`src/rtl/traffic_pkg.sv`:
```
// ============================================================================
// Module : traffic_pkg
// Brief  : Phase state encoding and default count width shared by the timer
//          and the traffic-light FSM.
// Rev    : 1.0  initial release
// ============================================================================
`default_nettype none

package traffic_pkg;

    localparam int DEFAULT_CNT_W = 8;

    typedef enum logic [0:0] {
        PH_IDLE = 1'b0,
        PH_RUN  = 1'b1
    } phase_state_t;

endpackage

`default_nettype wire

```
`src/rtl/slow_edge_sync.sv`:
```
// ============================================================================
// Module : slow_edge_sync
// Brief  : Synchronises a slow level into clk_in and emits a one-cycle tick
//          per rising edge, suppressed during post-reset warm-up.
// Rev    : 1.0  initial release
// ============================================================================
`default_nettype none

module slow_edge_sync #(
    parameter int SYNC_STAGES = 2
) (
    input  logic clk_in,
    input  logic rst,
    input  logic din,
    output logic tick
);

    localparam int                WARM_W      = $clog2(SYNC_STAGES + 2);
    localparam logic [WARM_W-1:0] C_WARM_LAST = WARM_W'(SYNC_STAGES + 1);

    logic [SYNC_STAGES-1:0] r_sync;
    logic                   r_prev;
    logic [WARM_W-1:0]      r_warm;
    logic                   w_warm_done;
    logic                   w_edge;

    assign w_warm_done = (r_warm == C_WARM_LAST);
    assign w_edge      = r_sync[SYNC_STAGES-1] & ~r_prev;

    // Warm-up hides the chain filling with a level that was already high.
    always_ff @(posedge clk_in or posedge rst) begin
        if (rst) begin
            r_sync <= '0;
            r_prev <= 1'b0;
            r_warm <= '0;
            tick   <= 1'b0;
        end else begin
            r_sync <= {r_sync[SYNC_STAGES-2:0], din};
            r_prev <= r_sync[SYNC_STAGES-1];
            if (!w_warm_done) begin
                r_warm <= r_warm + WARM_W'(1);
            end
            tick <= w_edge & w_warm_done;
        end
    end

endmodule

`default_nettype wire

```
`src/rtl/slow_tick_phase_timer.sv`:
```
// ============================================================================
// Module : slow_tick_phase_timer
// Brief  : Loadable phase down-counter advanced by ticks derived from a slow
//          divided clock sampled as data in the clk_in domain.
// Rev    : 1.0  initial release
// ============================================================================
`default_nettype none

module slow_tick_phase_timer
    import traffic_pkg::*;
#(
    parameter int SYNC_STAGES = 2,
    parameter int CNT_W       = DEFAULT_CNT_W
) (
    input  logic             clk_in,
    input  logic             rst,
    input  logic             slow_clk,
    input  logic             load,
    input  logic [CNT_W-1:0] load_val,
    input  logic             pause,
    output logic             tick,
    output logic             busy,
    output logic             done,
    output logic [CNT_W-1:0] remaining
);

    phase_state_t r_state;

    slow_edge_sync #(
        .SYNC_STAGES (SYNC_STAGES)
    ) u_sync (
        .clk_in (clk_in),
        .rst    (rst),
        .din    (slow_clk),
        .tick   (tick)
    );

    // A load always wins; a tick coinciding with it is dropped.
    always_ff @(posedge clk_in or posedge rst) begin
        if (rst) begin
            r_state   <= PH_IDLE;
            busy      <= 1'b0;
            done      <= 1'b0;
            remaining <= '0;
        end else begin
            done <= 1'b0;
            if (load) begin
                remaining <= load_val;
                if (load_val == '0) begin
                    r_state <= PH_IDLE;
                    busy    <= 1'b0;
                    done    <= 1'b1;
                end else begin
                    r_state <= PH_RUN;
                    busy    <= 1'b1;
                end
            end else begin
                case (r_state)
                    PH_RUN: begin
                        if (tick && !pause && remaining != '0) begin
                            if (remaining > CNT_W'(1)) begin
                                remaining <= remaining - CNT_W'(1);
                            end else begin
                                remaining <= '0;
                                done      <= 1'b1;
                                busy      <= 1'b0;
                                r_state   <= PH_IDLE;
                            end
                        end
                    end
                    default: begin
                        busy <= 1'b0;
                    end
                endcase
            end
        end
    end

endmodule

`default_nettype wire

```
`config.mk`:
```
export PLATFORM = sky130hd
export DESIGN_NAME = slow_tick_phase_timer
export DESIGN_NICKNAME = d
export VERILOG_FILES = /design/src/rtl/traffic_pkg.sv /design/src/rtl/slow_edge_sync.sv /design/src/rtl/slow_tick_phase_timer.sv
export SDC_FILE = /design/constraint.sdc
export NUM_CORES = 1
export LEC_CHECK = 0
export BUFFER_PORTS_ARGS = -buffer_cell sky130_fd_sc_hd__buf_2
export CORE_MARGIN = 10
export CORE_UTILIZATION = 40
export CTS_CLUSTER_SIZE = 20
export DETAILED_ROUTE_END_ITERATION = 10
export PLACE_DENSITY = 0.63
export SKIP_LAST_GASP = 1
export SYNTH_ARGS = -nofsm -noshare
export SYNTH_HDL_FRONTEND = slang
export SYNTH_SLANG_ARGS = --single-unit
```
`constraint.sdc`:
```
create_clock -name clk_in -period 3.7 [get_ports clk_in]
set_clock_uncertainty 0.15 [all_clocks]
set_input_delay 0.74 -clock clk_in [delete_from_list [all_inputs] [get_ports clk_in]]
set_output_delay 0.74 -clock clk_in [all_outputs]
set_load 0.05 [all_outputs]
```
Word level (Yosys, flattened, before mapping)
Cells that the tools add are included.
{"block": "totals", "ff_bits": 17, "out_inout_bits": 11, "wordCells": 44}
{"block": "op_classes", "n_addsub": 2, "order_cmp": 1, "eq_ne": 3, "n_mux": 18, "bitwise_logic": 3, "n_reduce_logical": 9}
{"cell": "$mux W8", "n": 4}
{"cell": "$mux W1", "n": 14}
{"cell": "$gt A8 B1 Y1 const B", "n": 1}
{"cell": "$logic_not A8 Y1", "n": 1}
{"cell": "$reduce_bool A8 Y1", "n": 1}
{"cell": "$sub A8 B1 Y8 const B", "n": 1}
{"cell": "$reduce_and A2 Y1", "n": 2}
{"cell": "$reduce_bool A2 Y1", "n": 2}
{"cell": "$ne A3 B2 Y1 const B", "n": 1}
{"cell": "$ne A3 B3 Y1 const B", "n": 1}
{"cell": "$add A2 B1 Y2 const B", "n": 1}
{"cell": "$and A1 B1 Y1", "n": 2}
{"cell": "$eq A2 B2 Y1 const B", "n": 1}
{"cell": "$logic_and A1 B1 Y1", "n": 2}
{"cell": "$logic_not A1 Y1", "n": 1}
{"cell": "$not A1 Y1", "n": 1}

Longest topological paths before layout
Gate-level depths: netlist of the first run.
{"block": "logic_depth", "word_depth": 6, "mapped_depth": 6, "depth_no_buf": 6}

Modules after synthesis
Synthesis of the first run repeated with hierarchy kept, for this count alone.
{"block": "unflattened", "cells_unflattened": 86, "hier_area_um2": 889.6}
{"mod": "slow_tick_phase_timer", "instances": 1, "cells_per_inst": 75, "area_each_um2": 689.4, "seq_area_each_um2": 275.3}
{"mod": "slow_edge_sync", "instances": 1, "cells_per_inst": 11, "area_each_um2": 200.2, "seq_area_each_um2": 150.1}

Least setup slack after synthesis of the first run
OpenSTA, ideal clock, no wires.
{"block": "synth_timing", "kind": "register to register", "startpoint": "register remaining[1]", "endpoint": "register remaining[6]", "setup_ps": 116, "arrival_ps": 2091, "t_required_ps": 3434, "setup_slack_ps": 1343, "path_stages_with_launch": 7, "n_path_buf": 0, "cell_sequence": "dfrtp_1 > inv_1 > ha_1 > or4b_2 > o22ai_1 > a22oi_1 > o311ai_0"}
{"block": "synth_between", "elab_chain_len": 5, "word_cells_on_any_way": 10}
{"element": "start, declared", "line": "slow_tick_phase_timer.sv:24", "rtl": "output logic [CNT_W-1:0] remaining"}
{"element": "start signal, assigned", "line": "slow_tick_phase_timer.sv:48", "rtl": "remaining <= load_val;"}
{"element": "start signal, assigned", "line": "slow_tick_phase_timer.sv:62", "rtl": "remaining <= remaining - CNT_W'(1);"}
{"element": "$sub A8 B1 Y8 or $gt A8 B1 Y1 (tied branches)", "line": "slow_tick_phase_timer.sv:62, slow_tick_phase_timer.sv:61"}
{"element": "$mux W8", "line": "slow_tick_phase_timer.sv:61", "rtl": "if (remaining > CNT_W'(1)) begin"}
{"element": "$mux W8", "line": "slow_tick_phase_timer.sv:60", "rtl": "if (tick && !pause && remaining != '0) begin"}
{"element": "$mux W8", "line": "slow_tick_phase_timer.sv:58", "rtl": "case (r_state)"}
{"element": "$mux W8", "line": "slow_tick_phase_timer.sv:47", "rtl": "if (load) begin"}
Parallel ways exist; a longest one is shown, timed or not. The select of a mux whose other input is x is not followed.
A chain may end at the register's enable or synchronous reset.

Final worst setup path of the first run
{"block": "layout_timing", "startpoint": "register remaining[0]", "endpoint": "register remaining[7]"}
The elaborated chain is that of the path after synthesis.

==> qor.txt, run 1 <==
Final Core Density = 0.497
data required time of the critical path = 3.72 ns
fin nets = 131
Power per Cell Area = 398 nW/um^2
Area Overhead vs Synth = 18.9%
crit end category = flop
Critical Path Slowest Stage Cell = or4b_2
post-CTS sizing = 0
vias in the first global route = 814
largest family of logic cells by synthesized area = simple AND/OR/NAND/NOR gates
total power = 0.433 mW
critical path's top delay family = compound AO/OA/AOI/OAI gates
placed insts = 137
Final Hold Viols = 0
fin crit period = 2.48 ns
CP max stage delay = 0.60 ns
max-cap viol count = 0
Compound-Gate Fraction of Synth Area = 0.197
GRT Util Overall = 0.108
worst vdd ir = 0.263 mV
post-synthesis simple-gate area fraction = 0.227
FMAX = 403 MHz
mux cell area share after synthesis = 0.0232
Finish-stage setup viols = 0
FF+latch area = 425 um^2
Congestion Overflow GR = 0
worst-path cell chain = inv_1, ha_1, or4b_2, o22ai_1, a22oi_1, o311ai_0
drt first pass iters = 4
WL final = 2290 um
setup TNS = 0 ns
Final HPWL DP = 1750 um
CTS clk-pin slew, worst paths = 0.09 ns
Initial Util = 0.418
fill count = 214
CP Max Fanout = 8
Avg WL per Cell = 16.3 um
Yosys cell types = 33
clock buffer depth = 2
RSZ-0062 raised after global routing = no
Synth Register Bits = 17
Final ANT Viol Nets = 0
Worst slew margin = 0.550
clock tree sinks = 17
Cell Rows = 17
clock root cell = clkbuf_4
postcts setup bufs = 0
worst path buffer plus inverter count = 1
Slew Limit Fails = 0
initial drt markers = 33
Chip Height = 67.9 um
crit share post-route = 0.670
io pins = 24
Seq/Total Area, Yosys = 0.464
XOR/XNOR Fraction of Synth Area = 0.00956
Placed Area = 1060 um^2
area of the multi-input gates = 468 um^2
Mapped Nets = 104
GP Congestion = 0.844
CP arrival = 2.50 ns
Synth Area in Adders = 0.0546
CTS Buf Count = 3
worst hold path type = reg2reg
DR vias = 776
number of synthesized flops with an enable pin = 0
initial antenna violation count = 0
Total Die Area = 4600 um^2
largest net degree at the start of global routing = 18
Hold Buf Count CTS = 0
antenna fix cells = 0
outcome = completed
Clock Latency Late Sink = 0.29 ns
Synth Warn # = 0
die width = 67.9 um
Leakage = 0.482 nW
synthesized cell area = 916 um^2
Worst setup SP type = flop
Syn Area/Cell = 10.5 um^2
Final Cell Area = 1090 um^2
Core Region = 2190 um^2
CTS tree = yes
port buffer count = 23
vias per cell = 5.50
Non-Filler Instances = 141
DRC viols = 0
ys async rst share = 1.00
share of post-route cells with drive strength above 1 = 0.274
Mapped Cells = 87
H-Tree Depth = 1
Post-synth top flop = dfrtp_1
worst slew pin tran = 0.675 ns
first-pass GRT wire length = 3840 um
WS Path Type = reg2reg
through the flow:
step	hold slack, ns	setup slack (ns)
3_5_place_dp	0.198	1.01
3_3_place_gp	0.184	1.12
6_report	0.215	1.22
5_1_grt	0.223	1.02
2_1_floorplan	0.181	1.34
4_1_cts	0.221	1.22
synthesized netlist by cell type (all sizes together), types with 2 or more instances:
master | number | share of area
inv | 5 | 0.020
nand2 | 8 | 0.033
or4 | 5 | 0.045
nor2 | 6 | 0.025
ha | 4 | 0.055
o311ai | 4 | 0.038
a21oi | 2 | 0.011
dfrtp | 17 | 0.46
o21ai | 6 | 0.033
o22ai | 2 | 0.014
and3b | 2 | 0.019
and2 | 3 | 0.020
a22oi | 4 | 0.033
final cells by class:
cell class,count,share of cell area
multi-input cells,64,0.430
flip-flops and latches,17,0.391
repair buffers,23,0.106
well taps,28,0.0322
clock buffers,4,0.0241
inverters,5,0.0172
power by group:
part	leakage, nW	switching [mW]	internal (mW)
clock	0.0150	0.0590	0.0419
combinational	0.270	0.0794	0.0339
sequential	0.197	0.0198	0.199
layer usage:
| metal | GRT usage | routed length, um |
|---|---|---|
| met2 | 0.163 | 1050 |
| met4 | 0.0352 | 16 |
| met3 | 0.0489 | 202 |
| met1 | 0.135 | 1020 |
| met5 | 0 | 0 |
flip-flops by register name (all words and copies together) (netlist names):
| signal | count |
|---|---|
| busy | 1 |
| done | 1 |
| r_state | 1 |
| remaining | 8 |
| u_sync.r_prev | 1 |
| u_sync.r_sync | 2 |
| u_sync.r_warm | 2 |
| u_sync.tick | 1 |
logic make-up after synthesis:
logic type / count (synthesis)
simple gates: 34
fa+ha+maj: 4
compound gates: 23
flops: 17
xor+xnor: 1
mux: 2
buf+inv: 6
final timing paths:
| kind | end | slack (ns) | from | depth (start not counted) |
|---|---|---|---|---|
| worst max-delay path | remaining[7] | 1.22 | remaining[0] | 6 |
| max in group asynchronous | remaining[7] | 2.62 | rst | 2 |
| worst min-delay path | u_sync.r_sync[1] | 0.21 | u_sync.r_sync[0] | 0 |
| worst max register to register | remaining[7] | 1.22 | remaining[0] | 6 |
| worst min register to register | u_sync.r_sync[1] | 0.21 | u_sync.r_sync[0] | 0 |
| min in group asynchronous | u_sync.r_warm[0] | 0.36 | rst | 2 |
cells in the final DEF, fill, tap and decap left out:
cell type and instances:
and4bb_2 1, mux2i_1 1, xnor2_1 1, nand2b_1 1
and2_1 3, or4bb_1 1, buf_2 23, dfrtp_1 17
o21ai_0 6, clkbuf_1 1, nor3b_1 1, or4_4 1
a21oi_1 2, nor4_1 1, a221o_1 1, clkbuf_4 3
o2bb2ai_1 1, or4b_2 1, a22oi_1 4, nor2_1 6
nand2_1 8, or3_1 1, o41ai_4 1, and3b_1 2
a32oi_1 1, ha_1 4, inv_1 5, nor3_1 1
mux2_2 1, and2b_1 1, o311ai_0 4, nand3_1 1
or4_1 4, o211ai_1 1, o22ai_1 2
Power figures use the tool's default switching activity.
==> run 2: changes to the inputs <==
==> constraint.sdc (replaced) <==
create_clock -name clk_in -period 2.4 [get_ports clk_in]
set_clock_uncertainty 0.15 [all_clocks]
set_input_delay 0.48 -clock clk_in [delete_from_list [all_inputs] [get_ports clk_in]]
set_output_delay 0.48 -clock clk_in [all_outputs]
set_load 0.05 [all_outputs]
==> qor.txt, run 2 (synthesized netlist as in run 1, its figures left out) <==
Worst setup SP type = flop (unchanged)
postcts setup bufs = 0 (unchanged)
initial antenna violation count = 0 (unchanged)
worst slew pin tran = 0.637 ns (was 0.675 ns)
worst hold path type = in2async (was reg2reg)
WL final = 2240 um (was 2290 um)
largest net degree at the start of global routing = 18 (unchanged)
PnR worst setup slack = 0.221 ns (was 1.22 ns)
clock buffer depth = 2 (unchanged)
GRT Util Overall = 0.105 (was 0.108)
worst path buffer plus inverter count = 2 (was 1)
Power per Cell Area = 600 nW/um^2 (was 398 nW/um^2)
Leakage = 0.504 nW (was 0.482 nW)
outcome = completed (unchanged)
logic gate share of total power = 0.265 (was 0.262)
Slew Limit Fails = 0 (unchanged)
io pins = 24 (unchanged)
Cell Rows = 17 (unchanged)
Area Overhead vs Synth = 22.3% (was 18.9%)
drt first pass iters = 4 (unchanged)
Worst R2R Start = remaining[0] (unchanged)
setup TNS = 0 ns (unchanged)
post-place setup slack = 0.251 ns (was 1.01 ns)
FMAX = 459 MHz (was 403 MHz)
post-CTS sizing = 0 (unchanged)
Biggest register = remaining (unchanged)
CP arrival = 2.21 ns (was 2.50 ns)
CP max stage delay = 0.59 ns (was 0.60 ns)
initial drt markers = 30 (was 33)
commonest non-fill, non-tap cells in the layout = buf_2, dfrtp_1, nand2_1 (unchanged)
first-pass GRT wire length = 3710 um (was 3840 um)
Congestion Overflow GR = 0 (unchanged)
H-Tree Depth = 1 (unchanged)
Largest regs = remaining (8), u_sync.r_sync (2), u_sync.r_warm (2) (unchanged)
RSZ-0062 raised after global routing = no (unchanged)
vias in the first global route = 802 (was 814)
most common cell after layout, fill and taps aside = buf_2 (unchanged)
Total Die Area = 4600 um^2 (unchanged)
Core Region = 2190 um^2 (unchanged)
CTS tree = yes (unchanged)
crit end category = flop (unchanged)
fin nets = 135 (was 131)
share of post-route cells with drive strength above 1 = 0.308 (was 0.274)
CP Max Fanout = 7 (was 8)
hold_ws = 0.0974 ns (was 0.215 ns)
CTS Buf Count = 3 (unchanged)
P_sw = 0.246 mW (was 0.158 mW)
CTS clk-pin slew, worst paths = 0.11 ns (was 0.09 ns)
number of flip-flops in the largest register = 8 (unchanged)
port buffer count = 23 (unchanged)
worst r2r dst = remaining[4] (was remaining[7])
Final ANT Viol Nets = 0 (unchanged)
Final Hold Viols = 0 (unchanged)
Seq pwr share = 0.502 (was 0.506)
Clk pwr share = 0.233 (about the same)
Clock Latency Late Sink = 0.29 ns (about the same)
worst vdd ir = 0.260 mV (was 0.263 mV)
fin crit period = 2.18 ns (was 2.48 ns)
GP Congestion = 0.821 (was 0.844)
r2r worst-path depth = 7 (was 6)
Worst slew margin = 0.575 (was 0.550)
crit share post-route = 0.908 (was 0.670)
DR vias = 797 (was 776)
Critical Path Slowest Stage Cell = or4b_2 (unchanged)
Initial Util = 0.418 (unchanged)
worst-path cell chain = inv_1, ha_1, or4b_2, o22ai_1, buf_4, o21ai_0, o311ai_0 (was inv_1, ha_1, or4b_2, o22ai_1, a22oi_1, o311ai_0)
die width = 67.9 um (unchanged)
clock root cell = clkbuf_4 (unchanged)
Int Pwr = 0.425 mW (was 0.275 mW)
Chip Height = 67.9 um (unchanged)
vias per cell = 5.50 (about the same)
max-cap viol count = 0 (unchanged)
Sw Ratio = 0.366 (was 0.365)
Final HPWL DP = 1760 um (was 1750 um)
antenna fix cells = 0 (unchanged)
WS Path Type = reg2reg (unchanged)
Finish-stage setup viols = 0 (unchanged)
Avg WL per Cell = 15.4 um (was 16.3 um)
data required time of the critical path = 2.44 ns (was 3.72 ns)
Hold Buf Count CTS = 0 (unchanged)
reg2reg setup slack = 0.22 ns (was 1.22 ns)
DRC viols = 0 (unchanged)
critical path's top delay family = simple AND/OR/NAND/NOR gates (was compound AO/OA/AOI/OAI gates)
clock tree sinks = 17 (unchanged)
-- run 2: cell count changes in the layout (fill, tap and decap cells not counted) --
cell and delta:
buf_4 +4, clkbuf_1 -1, clkinv_2 +1
-- run 2: area by class of cell --
| cell class | instances | area [um^2] |
|---|---|---|
| Timing Repair Buffer | 27 | 145 |
| Clock inverter | 1 | 5.00 |
| Sequential cell | 17 | 425 |
| Inverter | 5 | 18.8 |
| Fill cell | 201 | 1070 |
| Multi-Input combinational cell | 64 | 468 |
| Tap cell | 28 | 35.0 |
| Clock buffer | 3 | 22.5 |
-- run 2: worst max-delay path by stage --
stage	from	end	slack [ns]	cells after the start
after detailed placement	remaining[0]	remaining[4]	0.25	7
final	remaining[0]	remaining[4]	0.22	7
after global placement	remaining[0]	remaining[4]	0.31	7
after CTS	remaining[0]	remaining[4]	0.22	7
after global routing	remaining[0]	remaining[4]	0.02	7
after floorplan	remaining[1]	remaining[6]	0.04	6
-- run 2: power groups by stage --
stage	registers, mW	clock network, mW	logic [mW]
4_1_cts	0.337	0.160	0.180
6_report	0.337	0.156	0.178
2_1_floorplan	0.398	0	0.0652
3_3_place_gp	0.341	0	0.179
5_1_grt	0.342	0.176	0.193
3_5_place_dp	0.343	0	0.179
-- run 2: worst register-to-register path, stage by stage (launching register included) --
cell and delay [ns]:
dfrtp_1 0.45, inv_1 0.10, ha_1 0.18, or4b_2 0.59, o22ai_1 0.23, buf_4 0.18, o21ai_0 0.08, o311ai_0 0.11
-- run 2: stage by stage --
step                instances  instance area, um^2   util  power, mW
floorplan                  87                  916      -      0.464
global route              145                 1120  0.511      0.711
finish                    145                 1120  0.511      0.671
detailed placement        141                 1090  0.499      0.522
CTS                       145                 1120  0.511      0.676
global placement          141                 1090  0.499      0.520
-- run 2: routing by layer --
layer  track usage  wire length [um]  part of all wire  up-vias
met5             0                 0                 0        -
met4        0.0528                51             0.023        0
met3        0.0375               125             0.056        7
met2         0.156               984              0.44       18
met1         0.133              1080              0.48      373
li1              -                 -                 -      399
